==> src/rtl/sigmoid_grad_if.sv <==
// Handshake bundle between the activation output buffer and the gradient unit.
// Carries the y input channel, the gradient output channel and the busy flag.
// Optional SIGMOID_GRAD_ERR_EN adds the back-propagated error operand in_err.
interface sigmoid_grad_if;
    logic        in_valid;
    logic        in_ready;
    logic [31:0] in_y;
`ifdef SIGMOID_GRAD_ERR_EN
    logic [31:0] in_err;
`endif
    logic        out_valid;
    logic        out_ready;
    logic [31:0] out_grad;
    logic        busy;

`ifdef SIGMOID_GRAD_ERR_EN
    modport master (output in_valid, in_y, in_err, out_ready,
                    input  in_ready, out_valid, out_grad, busy);
    modport slave  (input  in_valid, in_y, in_err, out_ready,
                    output in_ready, out_valid, out_grad, busy);
`else
    modport master (output in_valid, in_y, out_ready,
                    input  in_ready, out_valid, out_grad, busy);
    modport slave  (input  in_valid, in_y, out_ready,
                    output in_ready, out_valid, out_grad, busy);
`endif
endinterface

==> src/rtl/sigmoid_grad.sv <==
// Sigmoid backward gradient y*(1-y) on float32 via a sequential shift-add mantissa multiplier.
// Latency: out_valid rises N+2 edges after acceptance (2N+3 with SIGMOID_GRAD_ERR_EN), N=24/BITS_PER_CYCLE.
// Backpressure: one operation in flight; in_ready only in IDLE; result held in DONE until out_ready.
// Optional macro SIGMOID_GRAD_ERR_EN: second pass multiplies by in_err (delta = err*y*(1-y)).
module sigmoid_grad #(
    parameter int BITS_PER_CYCLE = 1
) (
    input  logic         clk,
    input  logic         rstn,
    sigmoid_grad_if.slave bus
);
    localparam int N  = 24 / BITS_PER_CYCLE;
    localparam int CW = (N > 1) ? $clog2(N) : 1;

    typedef enum logic [2:0] {IDLE, PREP, MUL, NORM, DONE} state_t;

    state_t             state_q;
    logic [31:0]        y_q;
    logic               zero_q;
    logic signed [10:0] ea_q;
    logic signed [10:0] eb_q;
    logic [47:0]        mcand_q;
    logic [23:0]        mplier_q;
    logic [47:0]        acc_q;
    logic [CW-1:0]      cnt_q;
    logic [31:0]        out_grad_q;
    logic               out_valid_q;
    logic               in_ready_q;
    logic               busy_q;
`ifdef SIGMOID_GRAD_ERR_EN
    logic [31:0]        err_q;
    logic               pass_q;
`endif

    logic [7:0]         e_y, s_y;
    logic [24:0]        a_y, d_y, md_ext;
    logic [4:0]         k_y;
    logic [23:0]        md_y;
    logic signed [10:0] expd_y;
    logic               prep_zero;
    logic [47:0]        sum_m;
    logic signed [10:0] exp_n;
    logic [22:0]        mant_n;
    logic               flush_n;
    logic [31:0]        res_n;
    logic               unused_bits;

    // Compute D = 1-y, normalise it to a 24-bit mantissa and its biased exponent
    always_comb begin
        e_y       = y_q[30:23];
        s_y       = 8'd127 - e_y;
        prep_zero = y_q[31] || (e_y >= 8'd127) || (e_y == 8'd0);
        a_y       = {1'b1, y_q[22:0], 1'b0} >> s_y;
        d_y       = (s_y >= 8'd26) ? 25'h100_0000 : 25'h100_0000 - a_y;
        k_y       = 5'd0;
        for (int i = 0; i < 25; i++) begin
            if (d_y[i]) k_y = 5'(i);
        end
        md_ext    = d_y << (5'd24 - k_y);
        md_y      = md_ext[24:1];
        expd_y    = 11'sd103 + $signed({6'b0, k_y});
    end

    // Retire BITS_PER_CYCLE multiplier bits (LSB first) into the accumulator
    always_comb begin
        sum_m = acc_q;
        for (int i = 0; i < BITS_PER_CYCLE; i++) begin
            if (mplier_q[i]) sum_m = sum_m + (mcand_q << i);
        end
    end

    // Normalise the 48-bit product; truncate, flush tiny results, saturate huge ones
    always_comb begin
        exp_n   = ea_q + eb_q - 11'sd127 + $signed({10'b0, acc_q[47]});
        mant_n  = acc_q[47] ? acc_q[46:24] : acc_q[45:23];
        flush_n = zero_q || (exp_n <= 11'sd0);
        if (flush_n) begin
            res_n = '0;
        end else if (exp_n >= 11'sd255) begin
            // only reachable when scaling by a large in_err
            res_n = 32'h7F80_0000;
        end else begin
            res_n = {1'b0, exp_n[7:0], mant_n};
        end
    end

    assign unused_bits = ^{acc_q[22:0], md_ext[0]};

    // Control FSM and datapath registers
    always_ff @(posedge clk or negedge rstn) begin
        if (!rstn) begin
            state_q     <= IDLE;
            y_q         <= '0;
            zero_q      <= 1'b0;
            ea_q        <= '0;
            eb_q        <= '0;
            mcand_q     <= '0;
            mplier_q    <= '0;
            acc_q       <= '0;
            cnt_q       <= '0;
            out_grad_q  <= '0;
            out_valid_q <= 1'b0;
            in_ready_q  <= 1'b1;
            busy_q      <= 1'b0;
`ifdef SIGMOID_GRAD_ERR_EN
            err_q       <= '0;
            pass_q      <= 1'b0;
`endif
        end else begin
            case (state_q)
                IDLE: begin
                    if (bus.in_valid) begin
                        y_q        <= bus.in_y;
`ifdef SIGMOID_GRAD_ERR_EN
                        err_q      <= bus.in_err;
`endif
                        in_ready_q <= 1'b0;
                        busy_q     <= 1'b1;
                        state_q    <= PREP;
                    end
                end
                PREP: begin
                    zero_q   <= prep_zero;
                    ea_q     <= {3'b0, e_y};
                    eb_q     <= expd_y;
                    mcand_q  <= {24'b0, 1'b1, y_q[22:0]};
                    mplier_q <= md_y;
                    acc_q    <= '0;
                    cnt_q    <= '0;
                    state_q  <= MUL;
                end
                MUL: begin
                    acc_q    <= sum_m;
                    mcand_q  <= mcand_q << BITS_PER_CYCLE;
                    mplier_q <= mplier_q >> BITS_PER_CYCLE;
                    cnt_q    <= cnt_q + 1'b1;
                    if (cnt_q == CW'(N - 1)) state_q <= NORM;
                end
                NORM: begin
`ifdef SIGMOID_GRAD_ERR_EN
                    if (!pass_q) begin
                        // second pass: scale y*(1-y) by the error operand
                        pass_q   <= 1'b1;
                        zero_q   <= flush_n || (err_q[30:23] == 8'h00) || (err_q[30:23] == 8'hFF);
                        ea_q     <= exp_n;
                        eb_q     <= {3'b0, err_q[30:23]};
                        mcand_q  <= {24'b0, 1'b1, mant_n};
                        mplier_q <= {1'b1, err_q[22:0]};
                        acc_q    <= '0;
                        cnt_q    <= '0;
                        state_q  <= MUL;
                    end else begin
                        pass_q      <= 1'b0;
                        out_grad_q  <= (res_n == '0) ? '0 : {err_q[31], res_n[30:0]};
                        out_valid_q <= 1'b1;
                        state_q     <= DONE;
                    end
`else
                    out_grad_q  <= res_n;
                    out_valid_q <= 1'b1;
                    state_q     <= DONE;
`endif
                end
                DONE: begin
                    if (bus.out_ready) begin
                        out_valid_q <= 1'b0;
                        in_ready_q  <= 1'b1;
                        busy_q      <= 1'b0;
                        state_q     <= IDLE;
                    end
                end
                default: state_q <= IDLE;
            endcase
        end
    end

    assign bus.in_ready  = in_ready_q;
    assign bus.out_valid = out_valid_q;
    assign bus.out_grad  = out_grad_q;
    assign bus.busy      = busy_q;
endmodule

==> src/flat_wrapper.sv <==
// flat-port wrapper written by rule: the top's interface ports become plain ports
module sigmoid_grad_flat 
#(
    parameter int BITS_PER_CYCLE = 1
)
  (clk, rstn, bus_in_valid, bus_in_y, bus_out_ready, bus_in_ready, bus_out_valid, bus_out_grad, bus_busy);
  sigmoid_grad_if bus_i ();
  input  logic clk;
  input  logic rstn;
  input wire logic [$bits(bus_i.in_valid)-1:0] bus_in_valid;
  input wire logic [$bits(bus_i.in_y)-1:0] bus_in_y;
  input wire logic [$bits(bus_i.out_ready)-1:0] bus_out_ready;
  output wire logic [$bits(bus_i.in_ready)-1:0] bus_in_ready;
  output wire logic [$bits(bus_i.out_valid)-1:0] bus_out_valid;
  output wire logic [$bits(bus_i.out_grad)-1:0] bus_out_grad;
  output wire logic [$bits(bus_i.busy)-1:0] bus_busy;
  assign bus_i.in_valid = bus_in_valid;
  assign bus_i.in_y = bus_in_y;
  assign bus_i.out_ready = bus_out_ready;
  assign bus_in_ready = bus_i.in_ready;
  assign bus_out_valid = bus_i.out_valid;
  assign bus_out_grad = bus_i.out_grad;
  assign bus_busy = bus_i.busy;
  sigmoid_grad #(.BITS_PER_CYCLE(BITS_PER_CYCLE)) u_core (.clk(clk), .rstn(rstn), .bus(bus_i));
endmodule
==> config.mk <==
export PLATFORM = sky130hd
export DESIGN_NAME = sigmoid_grad_flat
export DESIGN_NICKNAME = d
export VERILOG_FILES = /design/src/rtl/sigmoid_grad_if.sv /design/src/rtl/sigmoid_grad.sv /design/src/flat_wrapper.sv
export SDC_FILE = /design/constraint.sdc
export NUM_CORES = 1
export LEC_CHECK = 0
export CAP_MARGIN = 0
export CORE_MARGIN = 10
export CORE_UTILIZATION = 40
export CTS_CLUSTER_SIZE = 30
export DETAILED_ROUTE_END_ITERATION = 10
export GPL_TIMING_DRIVEN = 1
export SLEW_MARGIN = 0
export SYNTH_ARGS = -nofsm -noshare
export SYNTH_HDL_FRONTEND = slang
export SYNTH_SLANG_ARGS = --single-unit
==> constraint.sdc <==
create_clock -name clk -period 6.9 [get_ports clk]
set_input_delay 0.69 -clock clk [delete_from_list [all_inputs] [get_ports clk]]
set_output_delay 0.69 -clock clk [all_outputs]
set_load 0.02 [all_outputs]
==> results of run 1 <==
per-stage QoR:
| step | hold slack [ns] | area, µm² | util | total power (W) |
|---|---|---|---|---|
| finish | 0.118 | 17700 | 0.472 | 0.0105 |
| global route | 0.169 | 17700 | 0.472 | 0.0112 |
| CTS | 0.151 | 17600 | 0.467 | 0.0102 |
| detailed placement | 0.469 | 16700 | 0.445 | 0.00885 |
| global placement | 0.457 | 16700 | 0.445 | 0.00882 |
| floorplan | 0.394 | 15200 | - | 0.00689 |
cells in the final DEF (no fill, tap or decap), types with 25 or more instances in the layout:
master             n
nor2_1            91
o21ai_0          138
nor3_1            25
buf_4             89
clkbuf_16         25
xnor2_1           33
a22o_1            35
mux2i_1           68
nand3_1           98
a21oi_1           49
ha_1              65
clkdlybuf4s50_1   68
inv_1             31
mux2_2            34
a22oi_1           42
dfrtp_1          208
nand2_1          178
worst max-delay path, cell delays in order, from the launching register on:
cell and delay [ns]:
dfrtp_1 0.43, or3b_4 0.49, o22a_1 0.27, or3_1 0.38, nand4_1 0.20, nor2_2 0.08, ha_2 0.21, o2111ai_1 0.11
o22ai_2 0.15, nand3_1 0.16, mux2_2 0.40, o32ai_2 0.30, a211oi_1 0.15, or4_4 0.55, a21oi_4 0.18, inv_1 0.07
ha_1 0.20, or4_1 0.63, nor4_4 0.23, a32oi_2 0.17, nand2_2 0.22, o21ai_0 0.15, mux4_2 0.52, o211ai_1 0.20
a31oi_1 0.10
flip-flops by register name, indices dropped and copies added, names as in the netlist:
register / count
u_core.acc_q: 48
u_core.bus.busy: 1
u_core.bus.in_ready: 1
u_core.bus.out_grad: 31
u_core.bus.out_valid: 1
u_core.cnt_q: 5
u_core.ea_q: 8
u_core.eb_q: 8
u_core.mcand_q: 48
u_core.mplier_q: 24
u_core.state_q: 3
u_core.y_q: 32
u_core.zero_q: 1
path summary, 6_finish.rpt:
path | start | endpoint | slack (ns) | depth (start not counted)
max reg2reg | u_core.y_q[24] | u_core.mplier_q[22] | 0.22 | 24
max in group asynchronous | rstn | u_core.y_q[23] | 5.42 | 2
max | u_core.y_q[24] | u_core.mplier_q[22] | 0.22 | 24
min | rstn | u_core.bus.out_grad[8] | 0.12 | 1
min in group clk | u_core.bus.out_grad[29] | u_core.bus.out_grad[29] | 0.48 | 2
min reg2reg | u_core.bus.out_grad[29] | u_core.bus.out_grad[29] | 0.48 | 2
where the power goes:
| part | internal [W] | total (W) | leakage, nW | switching (W) |
|---|---|---|---|---|
| clock | 0.000758 | 0.00129 | 0.402 | 0.000533 |
| combinational | 0.00287 | 0.00710 | 4.40 | 0.00423 |
| sequential | 0.00164 | 0.00207 | 2.76 | 0.000430 |
repair_timing:
| action | 4_1_cts | 5_1_grt |
|---|---|---|
| pin swaps | 1 | 5 |
| endpoints found under the setup margin | 1 | 23 |
| gates cloned | 0 | 1 |
| resized for setup | 0 | 20 |
| hold buffers | 0 | 0 |
| buffers inserted | 3 | 7 |
layout make-up:
type,instances,area [µm²]
clock buffer,39,758
clock inverter,7,56.3
fill,3537,19900
inverter,32,120
multi-input combinational,1307,9470
sequential,211,5280
tap,511,639
timing repair buffer,160,1400
per-layer routing:
layer / global-route usage / part of all wire
met3: 0.0287 / 0.057
met5: 0 / 0
met1: 0.267 / 0.47
met4: 0.0529 / 0.025
met2: 0.287 / 0.44
kinds of logic after synthesis:
kind of cell             count (synthesis)  share of synthesized area
other                                    1                   0.000247
multiplexers                           131                      0.108
flip-flops                             211                      0.348
adder cells (fa/ha/maj)                 68                     0.0570
buffers and inverters                  132                     0.0384
AO/OA/AOI/OAI                          511                      0.241
XOR/XNOR                                54                     0.0316
AND/OR/NAND/NOR                        541                      0.176
==> impl_metrics.env, run 1 <==
export IMPL_crit_type="reg -> reg"
export IMPL_fp_dieW_um=215
export IMPL_grt_overflow_total=0
export IMPL_clk_pin_slew_ns=0.06
export IMPL_cp_data_required_time_ns=7.31
export IMPL_hold_violations=0
export IMPL_die_y_um=215
export IMPL_netlist_area_um2=15200
export IMPL_ant_nets=0
export IMPL_start_kind="register"
export IMPL_clock_sinks=211
export IMPL_dr_pass1_iters=5
export IMPL_place_gp_congestion=0.971
export IMPL_diodes=0
export IMPL_async_flop_share=1.00
export IMPL_cts_tree="yes"
export IMPL_fmax_mhz=150
export IMPL_powerDensity_nw_per_um2=590
export IMPL_avgSynthCellArea_um2=9.22
export IMPL_setup_viol=0
export IMPL_drt_drc_violations_left=0
export IMPL_clk_latency_ns=0.55
export IMPL_numCtsBuffers=25
export IMPL_antenna_found_initial=0
export IMPL_drtIter0Drc=1234
export IMPL_dp_slack_ns=-0.00175
export IMPL_end_kind="register"
export IMPL_worstMarginPinSlew_ns=1.09
export IMPL_cap_violations=0
export IMPL_rows=71
export IMPL_clockBufferDepth=3
export IMPL_holdCritPathClass="in -> async"
export IMPL_fin_cells=2267
export IMPL_ios=71
export IMPL_vias_per_cell=6.00
export IMPL_grt_pass1_vias=12900
export IMPL_status="completed"
export IMPL_coreArea_um2=37600
export IMPL_min_period_ns=6.68
export IMPL_synth_area_leaders="dfrtp_1 (35%), ha_1 (5.4%), mux2i_1 (4.6%)"
export IMPL_tns_ns=0
export IMPL_grt_total_usage=0.187
export IMPL_yosysMostFrequentCell="dfrtp_1"
export IMPL_relSlewSlack=0.257
export IMPL_cp_max_fo=15
export IMPL_yosysTopAreaCell="dfrtp_1"
export IMPL_syn2layout_area_growth_pct=16.7
export IMPL_root_buffer="clkbuf_16"
export IMPL_yosysSeqAreaShare=0.348
export IMPL_clock_skew_ns=0.0368
export IMPL_synth_common_cells="dfrtp_1 (210), nand2_1 (179), o21ai_0 (138)"
export IMPL_synth_edf_count=0
export IMPL_fin_nets=1841
export IMPL_wl_um=44900
export IMPL_fin_ws_ns=0.219
export IMPL_slew_viol_final=0
export IMPL_drive_gt1_frac=0.144
export IMPL_synth_top_area_frac=0.346
export IMPL_dp_cells=2210
export IMPL_grt_pass1_wl_um=72200
export IMPL_die_area_um2=46200
export IMPL_synthFlopType="dfrtp_1"
export IMPL_dpl_hpwl_um=33500
export IMPL_initial_utilization=0.404
export IMPL_port_buffers=69
export IMPL_wl_per_cell_um=19.8
export IMPL_grt_start_max_net_pins=84
export IMPL_ir_drop_mv=0.275
export IMPL_yosysWarnings=0
export IMPL_synth_cell_types=109
export IMPL_period_share=0.968
export IMPL_yosys_register_bits=211
export IMPL_num_vias=13600
export IMPL_cp_arrival_ns=7.09
export IMPL_synthCells=1649
export IMPL_syn_nets=1753
export IMPL_htreeDepth=1
export IMPL_p_leak_nw=7.56
(Power assumes the default switching activity.)
==> run 2, diff against run 1 <==
ABC_CLOCK_PERIOD_IN_PS = 6900   (was unset)
PLACE_DENSITY = 0.63   (was unset)
==> run 2 against run 1 <==
Clock power grew 12%. Critical path type unchanged. Combinational power is essentially flat. Count of clock-buffer cells in the layout shrank 2. Global-route usage grew 0.42 points. Clock skew shrank 0.016 ns. Core utilization grew 0.093 points. Critical endpoint unchanged.
==> impl_metrics.env, run 2 (same netlist as run 1, synthesis figures left out) <==
export IMPL_status="completed"
export IMPL_wl_per_cell_um=20.3
export IMPL_powerDensity_nw_per_um2=597
export IMPL_fp_dieW_um=215
export IMPL_fmax_mhz=150
export IMPL_clock_skew_ns=0.0206
export IMPL_ios=71
export IMPL_cp_data_required_time_ns=7.31
export IMPL_die_area_um2=46200
export IMPL_layout_commonest_cell="dfrtp_1"
export IMPL_start_kind="register"
export IMPL_p_switching_w=0.00525
export IMPL_p_int_w=0.00536
export IMPL_rr_worst_depth=26
export IMPL_coreArea_um2=37600
export IMPL_ant_nets=0
export IMPL_crit_buf_inv=4
export IMPL_die_y_um=215
export IMPL_relSlewSlack=0.384
export IMPL_ir_drop_mv=0.299
export IMPL_clock_sinks=211
export IMPL_combPwrFrac=0.670
export IMPL_grt_start_max_net_pins=97
export IMPL_fin_nets=1836
export IMPL_grt_overflow_total=0
export IMPL_drive_gt1_frac=0.145
export IMPL_syn2layout_area_growth_pct=16.9
export IMPL_rsz0062_at_grt="false"
export IMPL_cp_max_fo=12
export IMPL_min_period_ns=6.67
export IMPL_setup_viol=0
export IMPL_holdCritPathClass="in -> async"
export IMPL_max_stage_delay_ns=0.64
export IMPL_grt_pass1_vias=12900
export IMPL_clk_pin_slew_ns=0.06
export IMPL_cts_tree="yes"
export IMPL_fin_cells=2263
export IMPL_drt_drc_violations_left=0
export IMPL_swShare=0.495
export IMPL_place_gp_congestion=0.962
export IMPL_root_buffer="clkbuf_16"
export IMPL_htreeDepth=1
export IMPL_wl_um=45900
export IMPL_tns_ns=0
export IMPL_diodes=0
export IMPL_dp_cells=2208
export IMPL_hold_violations=0
export IMPL_clockBufferDepth=3
export IMPL_rows=71
export IMPL_slew_viol_final=0
export IMPL_numCtsBuffers=26
export IMPL_grt_pass1_wl_um=73800
export IMPL_worstSetupPathDepth=26
export IMPL_reg_top3="u_core.acc_q: 48 flops, u_core.mcand_q: 48 flops, u_core.y_q: 32 flops"
export IMPL_cp_top_family="simple AND/OR/NAND/NOR gates"
export IMPL_cap_violations=0
export IMPL_holdBufCountCts=0
export IMPL_port_buffers=69
export IMPL_p_leak_nw=7.59
export IMPL_crit_path_top_delay_cell="or4_1"
export IMPL_cp_arrival_ns=7.08
export IMPL_pwr_share_clk=0.136
export IMPL_initial_utilization=0.404
export IMPL_antenna_found_initial=1
export IMPL_period_share=0.966
export IMPL_drtIter0Drc=1287
export IMPL_crit_type="reg -> reg"
export IMPL_dr_pass1_iters=6
export IMPL_worstMarginPinSlew_ns=0.916
export IMPL_grt_total_usage=0.191
export IMPL_ff2ff_setup_slack_ns=0.23
export IMPL_power_frac_seq=0.194
export IMPL_dpl_hpwl_um=34200
export IMPL_end_kind="register"
export IMPL_vias_per_cell=6.02
export IMPL_clk_latency_ns=0.55
export IMPL_final_cell_mix="dfrtp_1 (208), nand2_1 (178), o21ai_0 (138)"
export IMPL_num_vias=13600
-- run 2: changes by cell type in the layout (fill, tap and decap cells not counted), moves of 2 or more --
cell / delta
bufinv_16: +3
clkbuf_1: -2
inv_6: +2
nand3_2: +2
mux2i_2: +3
buf_4: -6
nand3_1: -2
mux2i_1: -2
-- run 2: power groups by stage --
stage          Clock, W  Sequential [W]  Combinational (W)
2_1_floorplan         0         0.00190            0.00499
3_3_place_gp          0         0.00206            0.00680
3_5_place_dp          0         0.00207            0.00682
4_1_cts         0.00148         0.00205            0.00684
5_1_grt         0.00153         0.00211            0.00769
6_report        0.00144         0.00206            0.00711
-- run 2: worst paths after layout --
check | from | endpoint
setup / recovery | u_core.y_q[24] | u_core.mplier_q[22]
hold / removal | rstn | u_core.acc_q[10]
setup reg to reg | u_core.y_q[24] | u_core.mplier_q[22]
hold reg to reg | u_core.bus.out_grad[9] | u_core.bus.out_grad[9]
max in group asynchronous | rstn | u_core.bus.out_grad[15]
min in group clk | u_core.bus.out_grad[9] | u_core.bus.out_grad[9]
-- run 2: timing repair --
action / in CTS / in global routing
endpoints found under the setup margin: 0 / 23
resized for setup: 0 / 23
buffers inserted: 0 / 5
-- run 2: final cells by class --
class / count / area [µm²]
Clock inverter: 11 / 156
Clock buffer: 37 / 762
Fill cell: 3533 / 19800
Inverter: 32 / 120
Tap cell: 511 / 639
Sequential cell: 211 / 5280
Timing Repair Buffer: 154 / 1330
Multi-Input combinational cell: 1307 / 9470
-- run 2: per-stage QoR --
| step | hold WS [ns] | area, µm² | util | setup WS, ns | total power (W) |
|---|---|---|---|---|---|
| detailed placement | 0.469 | 16700 | 0.444 | 0.0878 | 0.00889 |
| global placement | 0.463 | 16700 | 0.444 | 0.252 | 0.00885 |
| floorplan | 0.394 | 15200 | - | 0.00338 | 0.00689 |
| finish | 0.164 | 17800 | 0.473 | 0.235 | 0.0106 |
| CTS | 0.190 | 17600 | 0.469 | 0.0726 | 0.0104 |
| global route | 0.210 | 17800 | 0.473 | 0.00626 | 0.0113 |
-- run 2: worst register-to-register path, stage by stage (launching register included) --
cell       delay (ns)
dfrtp_1          0.45
or3b_4           0.50
buf_4            0.21
o221ai_1         0.24
o2111ai_1        0.18
nand3_2          0.17
inv_1            0.09
ha_2             0.22
o2111ai_1        0.09
o22ai_2          0.13
nand3_1          0.17
mux2_2           0.40
o32ai_2          0.31
a211oi_1         0.16
or4_4            0.55
a21oi_4          0.18
inv_1            0.07
ha_1             0.21
or4_1            0.64
nor4_4           0.22
a32oi_2          0.13
buf_4            0.21
nand3_1          0.07
o21ai_0          0.13
mux4_2           0.54
o211ai_1         0.20
a31oi_1          0.10
-- run 2: metal layers --
metal / share of wire / global-route usage
met2: 0.46 / 0.307
met1: 0.47 / 0.268
met4: 0.022 / 0.0456
met3: 0.053 / 0.0240
met5: 0 / 0
==> run 3, diff against run 2 <==
CTS_CLUSTER_SIZE = 12   (was 30)
==> results of run 3 <==
The final DEF is identical to that of run 2; final timing and power are the same.
